File: src/rtl/channel_deserializer.sv
// Splits a MAC RX stream into per-channel payload frames, framed by a header word.
// Statistics counters are built only when SFP_RX_STATS_EN is defined.
module channel_deserializer #(
    parameter int unsigned M_AXIS_TDATA_WIDTH = 64,
    parameter int unsigned MAX_WORDS          = 256
) (
    input  logic                            RX_ACLK,
    input  logic                            RX_ARESETN,
    input  logic [M_AXIS_TDATA_WIDTH-1:0]   RX_S_AXIS_TDATA,
    input  logic [M_AXIS_TDATA_WIDTH/8-1:0] RX_S_AXIS_TKEEP,
    input  logic                            RX_S_AXIS_TUSER,
    input  logic                            RX_S_AXIS_TLAST,
    input  logic                            RX_S_AXIS_TVALID,
    output logic [M_AXIS_TDATA_WIDTH-1:0]   M_AXIS_TDATA,
    output logic [7:0]                      M_AXIS_TVALID,
    output logic                            M_AXIS_TLAST,
    output logic                            M_AXIS_TUSER,
    output logic [31:0]                     STAT_FRAME_CNT,
    output logic [31:0]                     STAT_ERR_CNT,
    output logic [31:0]                     STAT_DROP_CNT
);

    localparam int unsigned DW     = M_AXIS_TDATA_WIDTH;
    localparam int unsigned KW     = DW / 8;
    localparam int unsigned NUM_CH = 8;
    localparam int unsigned CH_W   = 3;
    localparam int unsigned CNT_W  = 16;
    localparam int unsigned STAT_W = 32;

    typedef enum logic [1:0] {IDLE, PAYLOAD, DROP} state_t;

    state_t           state;
    logic [CNT_W-1:0] cnt;
    logic [CH_W-1:0]  ch;
    logic             sticky;

    logic             word_err_c;
    logic [CNT_W-1:0] hdr_len_c;
    logic             hdr_ok_c;
    logic             frame_end_c;
    logic             frame_err_c;

    // Header decode and end-of-frame classification for the current input word
    always_comb begin
        word_err_c  = RX_S_AXIS_TUSER | (RX_S_AXIS_TKEEP != {KW{1'b1}});
        hdr_len_c   = RX_S_AXIS_TDATA[15:0];
        hdr_ok_c    = (RX_S_AXIS_TDATA[63:48] == 16'h5346) &&
                      (hdr_len_c != '0) &&
                      (32'(hdr_len_c) <= MAX_WORDS);
        frame_end_c = (state == PAYLOAD) && RX_S_AXIS_TVALID &&
                      (RX_S_AXIS_TLAST || (cnt == CNT_W'(1)));
        // Only an exact-length frame can be clean; short and long frames are errors
        frame_err_c = !(RX_S_AXIS_TLAST && (cnt == CNT_W'(1))) || sticky || word_err_c;
    end

    always_ff @(posedge RX_ACLK or negedge RX_ARESETN) begin
        if (!RX_ARESETN) begin
            state         <= IDLE;
            cnt           <= '0;
            ch            <= '0;
            sticky        <= 1'b0;
            M_AXIS_TDATA  <= '0;
            M_AXIS_TVALID <= '0;
            M_AXIS_TLAST  <= 1'b0;
            M_AXIS_TUSER  <= 1'b0;
        end else begin
            M_AXIS_TVALID <= '0;
            M_AXIS_TLAST  <= 1'b0;
            M_AXIS_TUSER  <= 1'b0;
            if (RX_S_AXIS_TVALID) begin
                case (state)
                    IDLE: begin
                        if (!RX_S_AXIS_TLAST && hdr_ok_c) begin
                            ch     <= RX_S_AXIS_TDATA[42:40];
                            cnt    <= hdr_len_c;
                            sticky <= 1'b0;
                            state  <= PAYLOAD;
                        end else if (!RX_S_AXIS_TLAST) begin
                            state <= DROP;
                        end
                    end
                    PAYLOAD: begin
                        M_AXIS_TDATA  <= RX_S_AXIS_TDATA;
                        M_AXIS_TVALID <= {{(NUM_CH-1){1'b0}}, 1'b1} << ch;
                        cnt           <= cnt - CNT_W'(1);
                        sticky        <= sticky | word_err_c;
                        if (frame_end_c) begin
                            M_AXIS_TLAST <= 1'b1;
                            M_AXIS_TUSER <= frame_err_c;
                            state        <= RX_S_AXIS_TLAST ? IDLE : DROP;
                        end
                    end
                    DROP: begin
                        if (RX_S_AXIS_TLAST) begin
                            state <= IDLE;
                        end
                    end
                    default: state <= IDLE;
                endcase
            end
        end
    end

`ifdef SFP_RX_STATS_EN
    logic drop_c;

    assign drop_c = (state == IDLE) && RX_S_AXIS_TVALID && (RX_S_AXIS_TLAST || !hdr_ok_c);

    function automatic logic [STAT_W-1:0] sat_inc(input logic [STAT_W-1:0] v);
        return (v == {STAT_W{1'b1}}) ? v : v + STAT_W'(1);
    endfunction

    // Saturating statistics counters
    always_ff @(posedge RX_ACLK or negedge RX_ARESETN) begin
        if (!RX_ARESETN) begin
            STAT_FRAME_CNT <= '0;
            STAT_ERR_CNT   <= '0;
            STAT_DROP_CNT  <= '0;
        end else begin
            if (frame_end_c) begin
                STAT_FRAME_CNT <= sat_inc(STAT_FRAME_CNT);
            end
            if (frame_end_c && frame_err_c) begin
                STAT_ERR_CNT <= sat_inc(STAT_ERR_CNT);
            end
            if (drop_c) begin
                STAT_DROP_CNT <= sat_inc(STAT_DROP_CNT);
            end
        end
    end
`else
    assign STAT_FRAME_CNT = '0;
    assign STAT_ERR_CNT   = '0;
    assign STAT_DROP_CNT  = '0;
`endif

endmodule

File: config.mk
export PLATFORM = sky130hd
export DESIGN_NAME = channel_deserializer
export DESIGN_NICKNAME = d
export VERILOG_FILES = /design/src/rtl/channel_deserializer.sv
export SDC_FILE = /design/constraint.sdc
export NUM_CORES = 1
export LEC_CHECK = 0
export BUFFER_PORTS_ARGS = -buffer_cell sky130_fd_sc_hd__clkbuf_2
export CAP_MARGIN = 5
export CORE_MARGIN = 8
export CORE_UTILIZATION = 27
export CTS_CLUSTER_DIAMETER = 200
export CTS_CLUSTER_SIZE = 40
export DETAILED_ROUTE_END_ITERATION = 6
export SLEW_MARGIN = 20
export SYNTH_ARGS = -nofsm -noshare
export SYNTH_HDL_FRONTEND = slang
export SYNTH_SLANG_ARGS = --single-unit
File: constraint.sdc
create_clock -name RX_ACLK -period 3.8 [get_ports RX_ACLK]
set_input_delay 0.76 -clock RX_ACLK [delete_from_list [all_inputs] [get_ports RX_ACLK]]
set_output_delay 0.76 -clock RX_ACLK [all_outputs]
set_load 0.05 [all_outputs]
==> results of run 1 <==
## Yosys cell counts (2+ instances only)
cell type | number | area share [%]
inv_1 | 6 | 0.46
nor4b_1 | 3 | 0.54
nor4_1 | 8 | 1.0
ha_1 | 2 | 0.51
nor3b_1 | 3 | 0.46
nand2b_1 | 4 | 0.51
mux2_4 | 3 | 0.92
o31a_1 | 2 | 0.36
nand2_1 | 207 | 16
buf_4 | 96 | 15
nor2b_1 | 2 | 0.25
or3_1 | 4 | 0.51
nand4_1 | 3 | 0.38
or2_2 | 2 | 0.25
nor2_1 | 17 | 1.3
o31ai_1 | 3 | 0.46
o21ai_0 | 31 | 3.2
or4_1 | 3 | 0.46
a211oi_1 | 2 | 0.31
nor3_1 | 13 | 1.3
a2bb2oi_1 | 2 | 0.36
clkbuf_1 | 24 | 1.8
a22oi_1 | 2 | 0.31
buf_1 | 2 | 0.15
dfrtp_1 | 96 | 49
or4_4 | 2 | 0.46
o22ai_1 | 2 | 0.25
a21oi_1 | 9 | 0.92
## through the flow
step	hold slack [ps]	setup slack [ps]	total power, µW
finish	475	1010	3640
global route	496	677	3840
CTS	479	844	3690
detailed placement	462	474	2670
global placement	458	505	2660
floorplan	440	1240	2420
## kinds of logic (layout without fill, tap and decap cells)
family | after synthesis | count (layout) | synth area share (%)
multiplexers | 5 | 5 | 1.35
flip-flops | 96 | 96 | 49.0
AND/OR/NAND/NOR | 278 | 278 | 24.8
adder cells (fa/ha/maj) | 2 | 2 | 0.510
AO/OA/AOI/OAI | 59 | 59 | 7.14
buffers and inverters | 128 | 179 | 17.1
other | 1 | 96 | 0.0764
## metal layers
layer  track usage, %  up-vias  wire, µm
met1             13.7     1841      5630
li1                 -     1940         -
met5                0        -         0
met3             2.96       18      1050
met2             20.0      136      6700
met4             4.80        0       235
## layout by cell type, fill, tap and decap left out, types with 2 or more instances in the layout
cell type and count:
nor3b_1 3, clkbuf_2 149, o21ai_0 31, nor2_1 16, ha_1 2, nand2_1 206, nand4_1 3, nor2b_1 2
bufinv_16 2, clkinvlp_4 3, or4_1 3, a211oi_1 2, clkbuf_16 9, o31a_1 2, o31ai_1 3, or4_4 2
a22oi_1 2, a21oi_1 9, buf_4 8, nand2b_1 4, mux2_4 3, conb_1 96, nor4_1 8, dfrtp_1 96
nor3_1 13, o22ai_1 2, or3_1 4, a2bb2oi_1 2, or2_2 2, inv_1 6, nor4b_1 3
## sequential cells by signal (all words and copies together) (netlist names)
register	flops
M_AXIS_TDATA	64
M_AXIS_TLAST	1
M_AXIS_TUSER	1
M_AXIS_TVALID	8
ch	3
cnt	16
state	2
sticky	1
## how the worst max path moves through the flow
| stage | startpoint | slack, ps | endpoint | cells past startpoint |
|---|---|---|---|---|
| after floorplan | RX_S_AXIS_TDATA[7] | 1240 | ch[0]$_DFFE_PN0P_ | 5 |
| after global placement | RX_S_AXIS_TDATA[14] | 510 | sticky$_DFFE_PN0P_ | 6 |
| after detailed placement | RX_S_AXIS_TDATA[14] | 470 | sticky$_DFFE_PN0P_ | 6 |
| after CTS | RX_S_AXIS_TDATA[14] | 840 | sticky$_DFFE_PN0P_ | 6 |
| after global routing | RX_S_AXIS_TDATA[14] | 680 | cnt[11]$_DFFE_PN0P_ | 6 |
| final | RX_S_AXIS_TDATA[14] | 1010 | sticky$_DFFE_PN0P_ | 6 |
## cell type report
cell class	instances	area, µm²	area share, %
flip-flops and latches	96	2400	40.9
repair buffers	157	806	13.7
multi-input cells	440	2030	34.5
well taps	229	287	4.88
clock inverters	6	91.3	1.55
inverters	6	22.5	0.383
clock buffers	10	239	4.07
## power groups by stage
stage,clock (µW),combinational (µW),sequential [µW]
CTS,1040,1300,1350
detailed placement,0,1300,1370
global placement,0,1300,1360
global route,1080,1380,1380
floorplan,0,535,1880
finish,1000,1290,1350
## worst max-delay path: cells and delay by family
kind | cells | cell delay [ps]
buffers and inverters | 1 | 90
and+or+nand+nor | 3 | 1270
AOI/OAI and AO/OA | 2 | 930
==> qor.yml, run 1 <==
antenna_left: 0
leakagePower_uw: 0.00316
drt_iter0_markers: 209
comb_power_share_pct: 35.4
cp_slowest_cell: "o41a_1"
route.vias.total: 3935
synth.avg_cell_area_um2: 8.62
port_buffers: 150
first_pass_iters: 4
overall_die_area_um2: 22700
switching_power_total_uw: 1570
cts_inserted_buffers: 9
holdCritPathClass: "in -> async"
power.internal_uw: 2070
synth.lib_cells_used.distinct: 44
initial_utilization_pct: 27.4
die_h_um: 151
finalClockSkew_ps: 5.46
setup.worst_path.end_class: "flop"
pwr-share-seq_pct: 37.1
finalInstanceArea_um2: 5880
place_congestion: 0.781
top_achievable_clock_speed_mhz: 359
final_layout_size_suffix_gt1_share_pct: 25.9
worst_r2r_endpoint: "M_AXIS_TUSER$_DFF_PN0_"
placementRows: 49
rr_worst_depth: 5
reg2reg_setup_slack_ps: 1400
grt_use_total_pct: 11.7
report.final.hold_viol_count: 0
wl_um: 13600
setup_repair_after_global_routing_missed_its_margin: "no"
drc: 0
setup_tns_ps: 0
maxCapViolations: 0
swShare_pct: 43.2
place_hpwl_um: 10400
outcome: "complete, no violations"
report.final.setup_viol: 0
vias_in_the_first_global_route: 4066
crit_fanout: 15
crit_type: "in -> reg"
cts_htree_levels: 3
ys_seq_area_share_pct: 49.0
holdBufCountCts: 0
path_cells: "clkbuf_2 -> nor4_1 -> nand4_1 -> o41a_1 -> nand2b_1 -> o31ai_1"
insertion_delay_ps: 350
cts-root-buf: "clkbuf_16"
synth_edf_count: 0
design.portCount: 247
ys_async_sr_fraction_pct: 100
critPathLaunchType: "input port"
global_route_wire_length_before_repair_um: 20900
synth_seq_cells: 96
worstMarginPinSlew_ps: 973
report.final.slew_viol_count: 0
grt_antenna_before_repair: 0
pin_count_of_the_biggest_net_entering_global_routing: 60
finalCritPeriodShare_pct: 73.4
cts_repair_resize_count: 0
cts_tree: "yes"
grt-ovfl-total: 0
final.min_clock_period_ps: 2790
ys_warn_count: 0
place_area_um2: 5550
antenna_cells_inserted: 0
synth_flop_cell: "dfrtp_1"
core_area_um2: 17900
post_drt_wl_per_cell_um: 14.4
critical_path_required_ps: 4050
critical_path.reg2reg.startpoint: "cnt[10]$_DFFE_PN0P_"
clkPwrFrac_pct: 27.5
syn_area_um2: 4910
ir_worst_vdd_mv: 0.283
synthesis.instances: 569
cts.repair_timing.setup_buffer_count: 0
drt-vias-per-instance: 4.17
worst_setup_hold_path_clk_slew_ps: 70
slew_headroom_pct: 35.2
chipWidth_um: 151
final_core_util_pct: 32.8
n_fill_cell: 1926
cellPowerDensity_nw_per_um2: 620
critPathArrivalTime_ps: 3040
critPathMaxStageDelay_ps: 650
cts_num_sinks: 96
cts_max_path_buffers: 2
placedCellCount: 928
area_delta_synth_final_pct: 19.8
final_nets: 789
instances_no_fill: 944
Note: power is estimated with default switching activity, not from simulation.
==> run 2: changes to the inputs <==
==> constraint.sdc (replaced) <==
create_clock -name RX_ACLK -period 2.34 [get_ports RX_ACLK]
set_input_delay 0.468 -clock RX_ACLK [delete_from_list [all_inputs] [get_ports RX_ACLK]]
set_output_delay 0.468 -clock RX_ACLK [all_outputs]
set_load 0.05 [all_outputs]
==> qor.yml, run 2 (synthesis results as in run 1) <==
first_pass_iters: 4  # unchanged
top_achievable_clock_speed_mhz: 441
finalClockSkew_ps: 7.42  # +1.96 ps
final_nets: 818  # +3.7%
final_layout_size_suffix_gt1_share_pct: 28.9  # +3.0 points
leakagePower_uw: 0.00331  # +4.7%
placementRows: 49  # unchanged
wl_met1_um: 6050  # +7.4%
dr_wl_met3_um: 1040  # -1.1%
vias_in_the_first_global_route: 4040  # -0.64%
drc: 0  # unchanged
reg.largest.list: "M_AXIS_TDATA (64), cnt (16), M_AXIS_TVALID (8)"
crit_type: "in -> reg"
finalCritPeriodShare_pct: 97.0
comb_power_share_pct: 36.1  # +0.7 points
maxCapViolations: 0  # unchanged
port_buffers: 150  # unchanged
mostFrequentLayoutCell: "nand2_1"
place_hpwl_um: 10600  # +2.0%
overall_die_area_um2: 22700  # unchanged
switching_power_total_uw: 2550  # +62%
crit_fanout: 4  # -11
antenna_left: 0  # unchanged
worst_setup_hold_path_clk_slew_ps: 70  # about the same
post_drt_wl_per_cell_um: 14.4  # -0.38%
report.final.hold_viol_count: 0  # unchanged
critPathLaunchType: "input port"
cts_max_path_buffers: 2  # unchanged
cts_htree_levels: 3  # unchanged
antenna_cells_inserted: 0  # unchanged
core_area_um2: 17900  # unchanged
critPathArrivalTime_ps: 2500  # -540 ps
chipWidth_um: 151  # unchanged
insertion_delay_ps: 340  # about the same
route.vias.total: 4104  # +4.3%
holdCritPathClass: "in -> async"
power.internal_uw: 3390  # +64%
largest_reg_flops: 64  # unchanged
report.final.setup_viol: 0  # unchanged
ir_worst_vdd_mv: 0.362  # +28%
worstMarginPinSlew_ps: 692  # -281 ps
largest_register: "M_AXIS_TDATA"
grt_use_total_pct: 12.0  # +0.32 points
initial_utilization_pct: 27.4  # unchanged
critical_path_required_ps: 2570  # -1480 ps
commonest_non_fill_non_tap_cells_in_the_layout: "nand2_1, clkbuf_2, dfrtp_1, conb_1, buf_4"
pin_count_of_the_biggest_net_entering_global_routing: 97  # +62%
cts_inserted_buffers: 9  # unchanged
grt-ovfl-total: 0  # unchanged
cts_num_sinks: 96  # unchanged
design.portCount: 247  # unchanged
setup_tns_ps: 0  # unchanged
die_h_um: 151  # unchanged
slew_headroom_pct: 53.8  # +19 points
outcome: "complete, no violations"
report.final.slew_viol_count: 0  # unchanged
grt_antenna_before_repair: 0  # unchanged
wl_um: 14000  # +2.7%
swShare_pct: 42.9  # -0.30 points
setup.worst_path.end_class: "flop"
cts-root-buf: "clkbuf_16"
wl_met2_um: 6640  # -0.84%
global_route_wire_length_before_repair_um: 21500  # +2.5%
drt_iter0_markers: 215  # +2.9%
highest_layer: "met4"
final_core_util_pct: 34.3  # +1.5 points
drt-vias-per-instance: 4.22  # +1.2%
area_delta_synth_final_pct: 25.1
cts_tree: "yes"
clkPwrFrac_pct: 27.0  # -0.5 points
final.min_clock_period_ps: 2270
place_congestion: 0.780  # -0.10%
pwr-share-seq_pct: 36.9  # -0.2 points
cellPowerDensity_nw_per_um2: 968  # +56%
holdBufCountCts: 0  # unchanged
## run 2: changes by cell type in the layout (fill, tap and decap cells not counted), sizes merged
cell / previous run / this run
buf: 8 / 38
inv: 7 / 6
clkinv: 0 / 1
clkinvlp: 3 / 2
## run 2: final cells by class
type,count,area [µm²]
fillers,1906,11800
flip-flops and latches,96,2400
multi-input cells,440,2050
repair buffers,186,1050
well taps,229,287
clock buffers,11,243
clock inverters,5,80.1
inverters,6,22.5
## run 2: critical path, cell delays in order
cell and delay (ps):
buf_6 100, nor4_4 250, buf_4 160, nand4_1 80, buf_4 170, or4_4 480, or4_4 480, mux2_4 310
## run 2: layer usage
metal  GRT usage [%]  vias to the layer above
met1            15.8                     1916
li1                -                     2006
met4            4.75                        0
met3            2.69                       14
met2            18.8                      168
met5               0                        -
## run 2: power groups by stage
stage               registers, µW  logic [µW]  clock network (µW)
global placement             2210        2140                   0
detailed placement           2220        2160                   0
floorplan                    3060         870                   0
CTS                          2190        2160                1660
global route                 2250        2290                1740
finish                       2190        2150                1600
## run 2: final timing paths
| path | from | to | slack (ps) | cells past startpoint |
|---|---|---|---|---|
| min in group RX_ACLK | RX_S_AXIS_TDATA[46] | M_AXIS_TDATA[46]$_DFFE_PN0P_ | 310 | 3 |
| setup reg to reg | cnt[4]$_DFFE_PN0P_ | cnt[14]$_DFFE_PN0P_ | 190 | 5 |
| hold / removal | RX_ARESETN | M_AXIS_TDATA[35]$_DFFE_PN0P_ | 180 | 2 |
| max in group asynchronous | RX_ARESETN | cnt[2]$_DFFE_PN0P_ | 1760 | 2 |
| setup / recovery | RX_S_AXIS_TDATA[14] | ch[0]$_DFFE_PN0P_ | 70 | 8 |
| hold reg to reg | M_AXIS_TDATA[30]$_DFFE_PN0P_ | M_AXIS_TDATA[30]$_DFFE_PN0P_ | 470 | 2 |
## run 2: timing repair
item / in CTS / in global routing
setup endpoints to repair: 3 / 3
setup buffers: 1 / 1
cloned: 0 / 0
gates resized for setup: 1 / 5
pin swaps: 1 / 1
endpoints found under the hold margin: 0 / 0
## run 2: per-stage QoR
stage | worst slack [ps] | std cells | total power, µW | hold WS [ps] | instance area, µm²
after detailed placement | -437 | 955 | 4380 | 461 | 5770
after global routing | -10.5 | 973 | 6280 | 215 | 6140
after CTS | 0.850 | 972 | 6010 | 200 | 6110
after global placement | -374 | 955 | 4350 | 457 | 5770
final | 71.0 | 973 | 5940 | 180 | 6140
after floorplan | 75.3 | 664 | 3930 | 172 | 5260
